<file path="src/rtl/seq_fixmul.sv">
// Iterative signed Q(WIDTH-FRAC_BITS).FRAC_BITS multiplier: sign-magnitude shift-add, one bit/cycle.
// Define SEQ_FIXMUL_SATURATE_EN to clamp overflowed results instead of wrapping.
module seq_fixmul #(
  parameter int unsigned WIDTH     = 16,
  parameter int unsigned FRAC_BITS = 5
) (
  input  logic             clk,
  input  logic             reset,
  input  logic             start,
  input  logic [WIDTH-1:0] a,
  input  logic [WIDTH-1:0] b,
  output logic [WIDTH-1:0] result,
  output logic             done,
  output logic             busy,
  output logic             overflow
);

  localparam int unsigned AccW = 2 * WIDTH;
  localparam int unsigned CntW = $clog2(WIDTH + 1);
  localparam logic [AccW-1:0] NegMax = AccW'(1) << (WIDTH - 1);
  localparam logic [AccW-1:0] PosMax = NegMax - AccW'(1);

  typedef enum logic [1:0] {StIdle, StRun, StFix, StDone} state_e;

  state_e            state_q;
  logic [AccW-1:0]   mcand_q;
  logic [AccW-1:0]   acc_q;
  logic [WIDTH-1:0]  mplier_q;
  logic [CntW-1:0]   cnt_q;
  logic              neg_q;

  logic [WIDTH-1:0]  abs_a;
  logic [WIDTH-1:0]  abs_b;
  logic [AccW-1:0]   mag;
  logic [WIDTH-1:0]  wrapped;
  logic [WIDTH-1:0]  fix_result;
  logic              fix_overflow;

  always_comb begin
    abs_a        = a[WIDTH-1] ? -a : a;
    abs_b        = b[WIDTH-1] ? -b : b;
    mag          = acc_q >> FRAC_BITS;
    fix_overflow = neg_q ? (mag > NegMax) : (mag > PosMax);
    // Negating a zero magnitude yields zero, so -0 never appears.
    wrapped      = neg_q ? -mag[WIDTH-1:0] : mag[WIDTH-1:0];
`ifdef SEQ_FIXMUL_SATURATE_EN
    if (fix_overflow) begin
      fix_result = neg_q ? {1'b1, {(WIDTH-1){1'b0}}} : {1'b0, {(WIDTH-1){1'b1}}};
    end else begin
      fix_result = wrapped;
    end
`else
    fix_result   = wrapped;
`endif
  end

  always_ff @(posedge clk or posedge reset) begin
    if (reset) begin
      state_q  <= StIdle;
      mcand_q  <= '0;
      acc_q    <= '0;
      mplier_q <= '0;
      cnt_q    <= '0;
      neg_q    <= 1'b0;
      result   <= '0;
      done     <= 1'b0;
      busy     <= 1'b0;
      overflow <= 1'b0;
    end else begin
      unique case (state_q)
        StIdle: begin
          if (start) begin
            mcand_q  <= {{WIDTH{1'b0}}, abs_a};
            mplier_q <= abs_b;
            neg_q    <= a[WIDTH-1] ^ b[WIDTH-1];
            acc_q    <= '0;
            cnt_q    <= '0;
            busy     <= 1'b1;
            state_q  <= StRun;
          end
        end
        StRun: begin
          // WIDTH shift-add steps, then one cycle to hand off, giving done after edge WIDTH+2.
          if (cnt_q == CntW'(WIDTH)) begin
            state_q <= StFix;
          end else begin
            if (mplier_q[0]) begin
              acc_q <= acc_q + mcand_q;
            end
            mcand_q  <= mcand_q << 1;
            mplier_q <= mplier_q >> 1;
            cnt_q    <= cnt_q + 1'b1;
          end
        end
        StFix: begin
          result   <= fix_result;
          overflow <= fix_overflow;
          done     <= 1'b1;
          busy     <= 1'b0;
          state_q  <= StDone;
        end
        StDone: begin
          if (!start) begin
            done    <= 1'b0;
            state_q <= StIdle;
          end
        end
        default: state_q <= StIdle;
      endcase
    end
  end

endmodule

</file>
<file path="config.mk">
export PLATFORM = sky130hd
export DESIGN_NAME = seq_fixmul
export DESIGN_NICKNAME = d
export VERILOG_FILES = /design/src/rtl/seq_fixmul.sv
export SDC_FILE = /design/constraint.sdc
export NUM_CORES = 1
export LEC_CHECK = 0
export CAP_MARGIN = 20
export CORE_ASPECT_RATIO = 1.75
export CORE_MARGIN = 4
export CORE_UTILIZATION = 25
export CTS_CLUSTER_DIAMETER = 80
export DETAILED_ROUTE_END_ITERATION = 8
export HOLD_SLACK_MARGIN = 0.1
export PLACE_DENSITY = 0.43
export REMOVE_ABC_BUFFERS = 1
export SYNTH_ARGS = -nofsm -noshare
export SYNTH_HDL_FRONTEND = slang
export SYNTH_SLANG_ARGS = --single-unit
</file>
<file path="constraint.sdc">
create_clock -name clk -period 5.8 [get_ports clk]
set_clock_uncertainty 0.2 [all_clocks]
set_input_delay 1.45 -clock clk [delete_from_list [all_inputs] [get_ports clk]]
set_output_delay 1.45 -clock clk [all_outputs]
set_load 0.005 [all_outputs]
</file>
# [Word level (Yosys, flattened, before mapping)]
# Index checks and enable logic that the tools add are counted.
[op_classes] add_sub_neg=5 n_lt_le_gt_ge=2 eq_ne=9 muxes=25 bitwise=1 n_reduce_logical=10
[op_table] operator="32-bit 2-to-1 mux" count=5
[op_table] operator="32-bit one-hot mux with 2 select lines" count=2
[op_table] operator="16-bit 2-to-1 mux" count=5
[op_table] operator="16-bit negation" count=3
[op_table] operator="32-bit adder" count=1
[op_table] operator="16-bit one-hot mux with 2 select lines" count=1
[op_table] operator="27-bit by 15-bit greater-than comparator with 1-bit output (second input constant)" count=1
[op_table] operator="27-bit by 16-bit greater-than comparator with 1-bit output (second input constant)" count=1
[op_table] operator="5-bit 2-to-1 mux" count=2
[op_table] operator="2-bit != test (second input constant)" count=5
[op_table] operator="5-bit one-hot mux with 2 select lines" count=1
[op_table] operator="2-bit one-hot mux with 4 select lines" count=1
[op_table] operator="2-bit 2-to-1 mux" count=3
[op_table] operator="2-bit AND reduction" count=3
[op_table] operator="3-bit AND reduction" count=2
[op_table] operator="2-bit nonzero test" count=3
[op_table] operator="5-bit by 1-bit adder with 5-bit output (second input constant)" count=1
[op_table] operator="5-bit == test (second input constant)" count=1
[op_table] operator="2-bit == test (second input constant)" count=2
[op_table] operator="1-bit one-hot mux with 2 select lines" count=2
[op_table] operator="4-bit AND reduction" count=1
[op_table] operator="1-bit 2-to-1 mux" count=3
[op_table] operator="2-bit by 1-bit == test with 1-bit output (second input constant)" count=1
[op_table] operator="2-bit zero test" count=1
[op_table] operator="1-bit bitwise XOR" count=1
[word_totals] ff_bits=107 inputBits=35 output_inout_bits=19

# [Logic depth before layout (Yosys ltp)]
[depth] depth_word=4 ltp_mapped=12 mapped_depth_nobuf=12

# [Least setup slack after synthesis]
# Ideal clock, no wire load.
[synth_path] path_type="input-to-reg" startpoint="input port b[4]" endpoint="register mplier_q[14]" setup_ns=0.129 arrival_ns=3.154 setup_slack_ns=2.317 stages=9 path_buffers=0 cell_sequence="or3_1 > nor2_1 > nand2_1 > or4_1 > o41ai_2 > xor2_1 > nor2_1 > a21oi_1 > o21ai_1"
[synth_via] elab_chain_len=4
[synth_rtl] element="start: declaration" line_no="11" source="input logic [WIDTH-1:0] b,"
[synth_rtl] element="16-bit negation" line_no="41" source="abs_b = b[WIDTH-1] ? -b : b;"
[synth_rtl] element="16-bit 2-to-1 mux" line_no="41"
[synth_rtl] element="16-bit 2-to-1 mux" line_no="72" source="if (start) begin"
[synth_rtl] element="16-bit one-hot mux with 2 select lines" line_no="70" source="unique case (state_q)"
[synth_rtl] element="end signal: assignment" line_no="74" source="mplier_q <= abs_b;"
[synth_rtl] element="end signal: assignment" line_no="91" source="mplier_q <= mplier_q >> 1;"
[synth_rtl] element="end: declaration" line_no="28" source="logic [WIDTH-1:0] mplier_q;"
# No other way between the ends. The select of a mux whose other input is x is not followed.
# A chain may end at the register's enable or synchronous reset.

# [Final worst setup path]
[layout_path] startpoint="input port b[2]" endpoint="register mplier_q[14]"
# The elaborated chain is that of the path after synthesis.

==> flow_summary.toml <==
[synthesis]
avgSynthCellArea_um2 = 8.73
ys_ff_latch = 107
netlist.area_leader.share = 0.390
synth_ff_type = "dfrtp_1"
ys_types = 63
ys_seq_area_frac = 0.390
syn_area_um2 = 6870
syn_inst = 787
yosys_warnings = 0
yosysTopAreaCell = "dfrtp_1"
ys_top_cells_by_area = "dfrtp_1, ha_1, xor2_1"
synth_edf_count = 0
postSynth.asyncResetShare = 1.00

[clock_tree]
hold_buffers = 0
cts_tree = "built"
ctsResizeCount = 0
cts.sinks = 107
cts_setup_buffers = 0
clock_latency_ns = 0.38
cts.root.buffer_cell = "clkbuf_16"
cts_buffers = 9
cts_buffer_depth = 2
h-tree-depth = 3
clkTransAtPathRegs_ns = 0.08

[run]
cap_viol_max_count = 0

[detailed_routing]
first_pass_iters = 4
drc = 0
via_per_inst = 4.70
ant_nets = 0
drtIter0Drc = 254
wl_per_cell_um = 15.9
vias = 5604
wirelength_mm = 18.9

[floorplan]
core-area_um2 = 27200
ioPinCount = 54
start_util = 0.252
rows = 80
fp.dieW_um = 133
die_height_um = 227
die_area_um2 = 30300

[worst_hold_path]
holdCritStartpoint = "mplier_q[5]"
hp-class = "reg -> reg"

[setup_path]
rr_startpoint = "mcand_q[0]"
startpoint = "b[2]"
r2r_slack_ns = 2.33
r2r_end = "acc_q[28]"
worstSetupPathType = "in -> reg"
cp-endpoint = "mplier_q[14]"
crit_required_ns = 5.86
worst_ep_arrival_time_ns = 3.89
cp_max_fo = 4
cp-end-kind = "register"
startpoint_type = "input pin"
r2r_cells = 12

[pwr]
comb_power_share = 0.480
clkPwrFrac = 0.175
power_per_cell_area_nw_per_um2 = 463
intPower_uw = 2080
p_sw_frac = 0.445
power.leakage_uw = 0.00355
switchingPower_uw = 1670
seq_power_share = 0.346
ir_drop_mv = 0.164

[final_layout]
layout_common_cells = "dfrtp_1, o21ai_0, nand2_1"
drive_above_1_share = 0.0522
final_common_cell = "dfrtp_1"
n_antenna_cell = 0
design_area_um2 = 8080
final_net_count = 895
fin_util = 0.297
area_delta_synth_final_pct = 17.6

[placement]
gp_congestion = 0.765
dpl_cell_area_um2 = 7780
hpwl_mm = 14.3
numPortBuffers = 53

[timing]
hold_violations = 0
period_needed_ns = 3.83
slew_headroom = 0.379
setup_viol = 0
post-route-period-util = 0.661
fmax_mhz = 261
rsz0062_at_grt = "no"
tightest_slew_ns = 0.929
timing.setup.tns_ns = 0
slew_violations = 0

[global_routing]
grtUsageTotal = 0.131
overflow = 0
antenna_found_initial = 0
grt_pass1_wl_mm = 31.0
grt_max_degree = 64
grt_pass1_vias = 5659

[outcome]
status = "completed"
## Yosys cell counts, types with 5 or more instances
library cell / instances
o31ai_1: 15
a21o_1: 12
or3_1: 7
a31oi_1: 6
nor4_1: 7
xor2_1: 58
a22o_1: 16
a21oi_1: 76
nand2_1: 87
clkbuf_1: 36
nand3_1: 39
nor2_1: 67
nand2b_1: 7
xnor2_1: 12
nor2b_1: 5
o21ai_0: 90
nor3_1: 7
mux2i_1: 5
ha_1: 41
dfrtp_1: 107
inv_1: 17
## area by class of cell
class,instances,area [um^2]
clock buffers,11,253
clock inverters,5,51.3
inverters,17,66.3
multi-input cells,621,3970
repair buffers,62,598
well taps,369,462
flip-flops and latches,107,2680
fillers,2987,19100
## per-layer routing
layer,track usage,up-vias,routed length [um]
li1,-,2872,-
met1,0.139,2622,7390
met2,0.248,81,10400
met3,0.0184,29,428
met4,0.0711,0,716
met5,0,-,0
## critical path: stages
cell and delay [ns]:
clkdlybuf4s50_1 0.47, or3_1 0.39, nor2_1 0.19, nand2_1 0.12, or4_1 0.48, o41ai_2 0.35
xor2_1 0.17, nor2_1 0.05, a21oi_1 0.15, o21ai_1 0.07
## registers in the layout, indices dropped and copies added (netlist names)
signal	cells
acc_q	32
busy	1
cnt_q	5
done	1
mcand_q	32
mplier_q	16
neg_q	1
overflow	1
result	16
state_q	2
## how the worst min path moves through the flow
stage                         endpoint  slack (ns)  cells past startpoint
after global placement     mplier_q[3]        0.27                      2
after CTS                  mplier_q[5]        0.29                      2
after detailed placement   mplier_q[5]        0.27                      2
final                      mplier_q[5]        0.29                      2
after global routing       mplier_q[4]        0.31                      2
after floorplan           mplier_q[15]        0.24                      2
## metrics by stage
| step | hold slack (ns) | setup slack [ns] | std cells | power [uW] |
|---|---|---|---|---|
| after floorplan | 0.244 | 1.25 | 745 | 2470 |
| after global placement | 0.265 | 1.57 | 1176 | 3140 |
| after detailed placement | 0.271 | 1.53 | 1176 | 3140 |
| after CTS | 0.290 | 1.95 | 1192 | 3820 |
| after global routing | 0.315 | 1.70 | 1192 | 4090 |
| final | 0.286 | 1.97 | 1192 | 3740 |
## cells by family (layout without fill, tap and decap cells)
logic type	after synthesis	after routing	synth area share
AOI/OAI and AO/OA	252	252	0.235
muxes	6	6	0.00892
xor gates and xnor gates	70	70	0.0892
DFF	107	107	0.390
and+or+nand+nor	251	251	0.167
adders and majority gates	42	42	0.0776
buffers and inverters	59	95	0.0326
## power by group through the flow
stage,Sequential [uW],Clock [uW],Combinational (uW)
after floorplan,1220,0,1250
after global placement,1320,0,1820
after detailed placement,1310,0,1830
after CTS,1300,681,1840
after global routing,1340,699,2060
final,1290,653,1790
(Power assumes the default switching activity.)
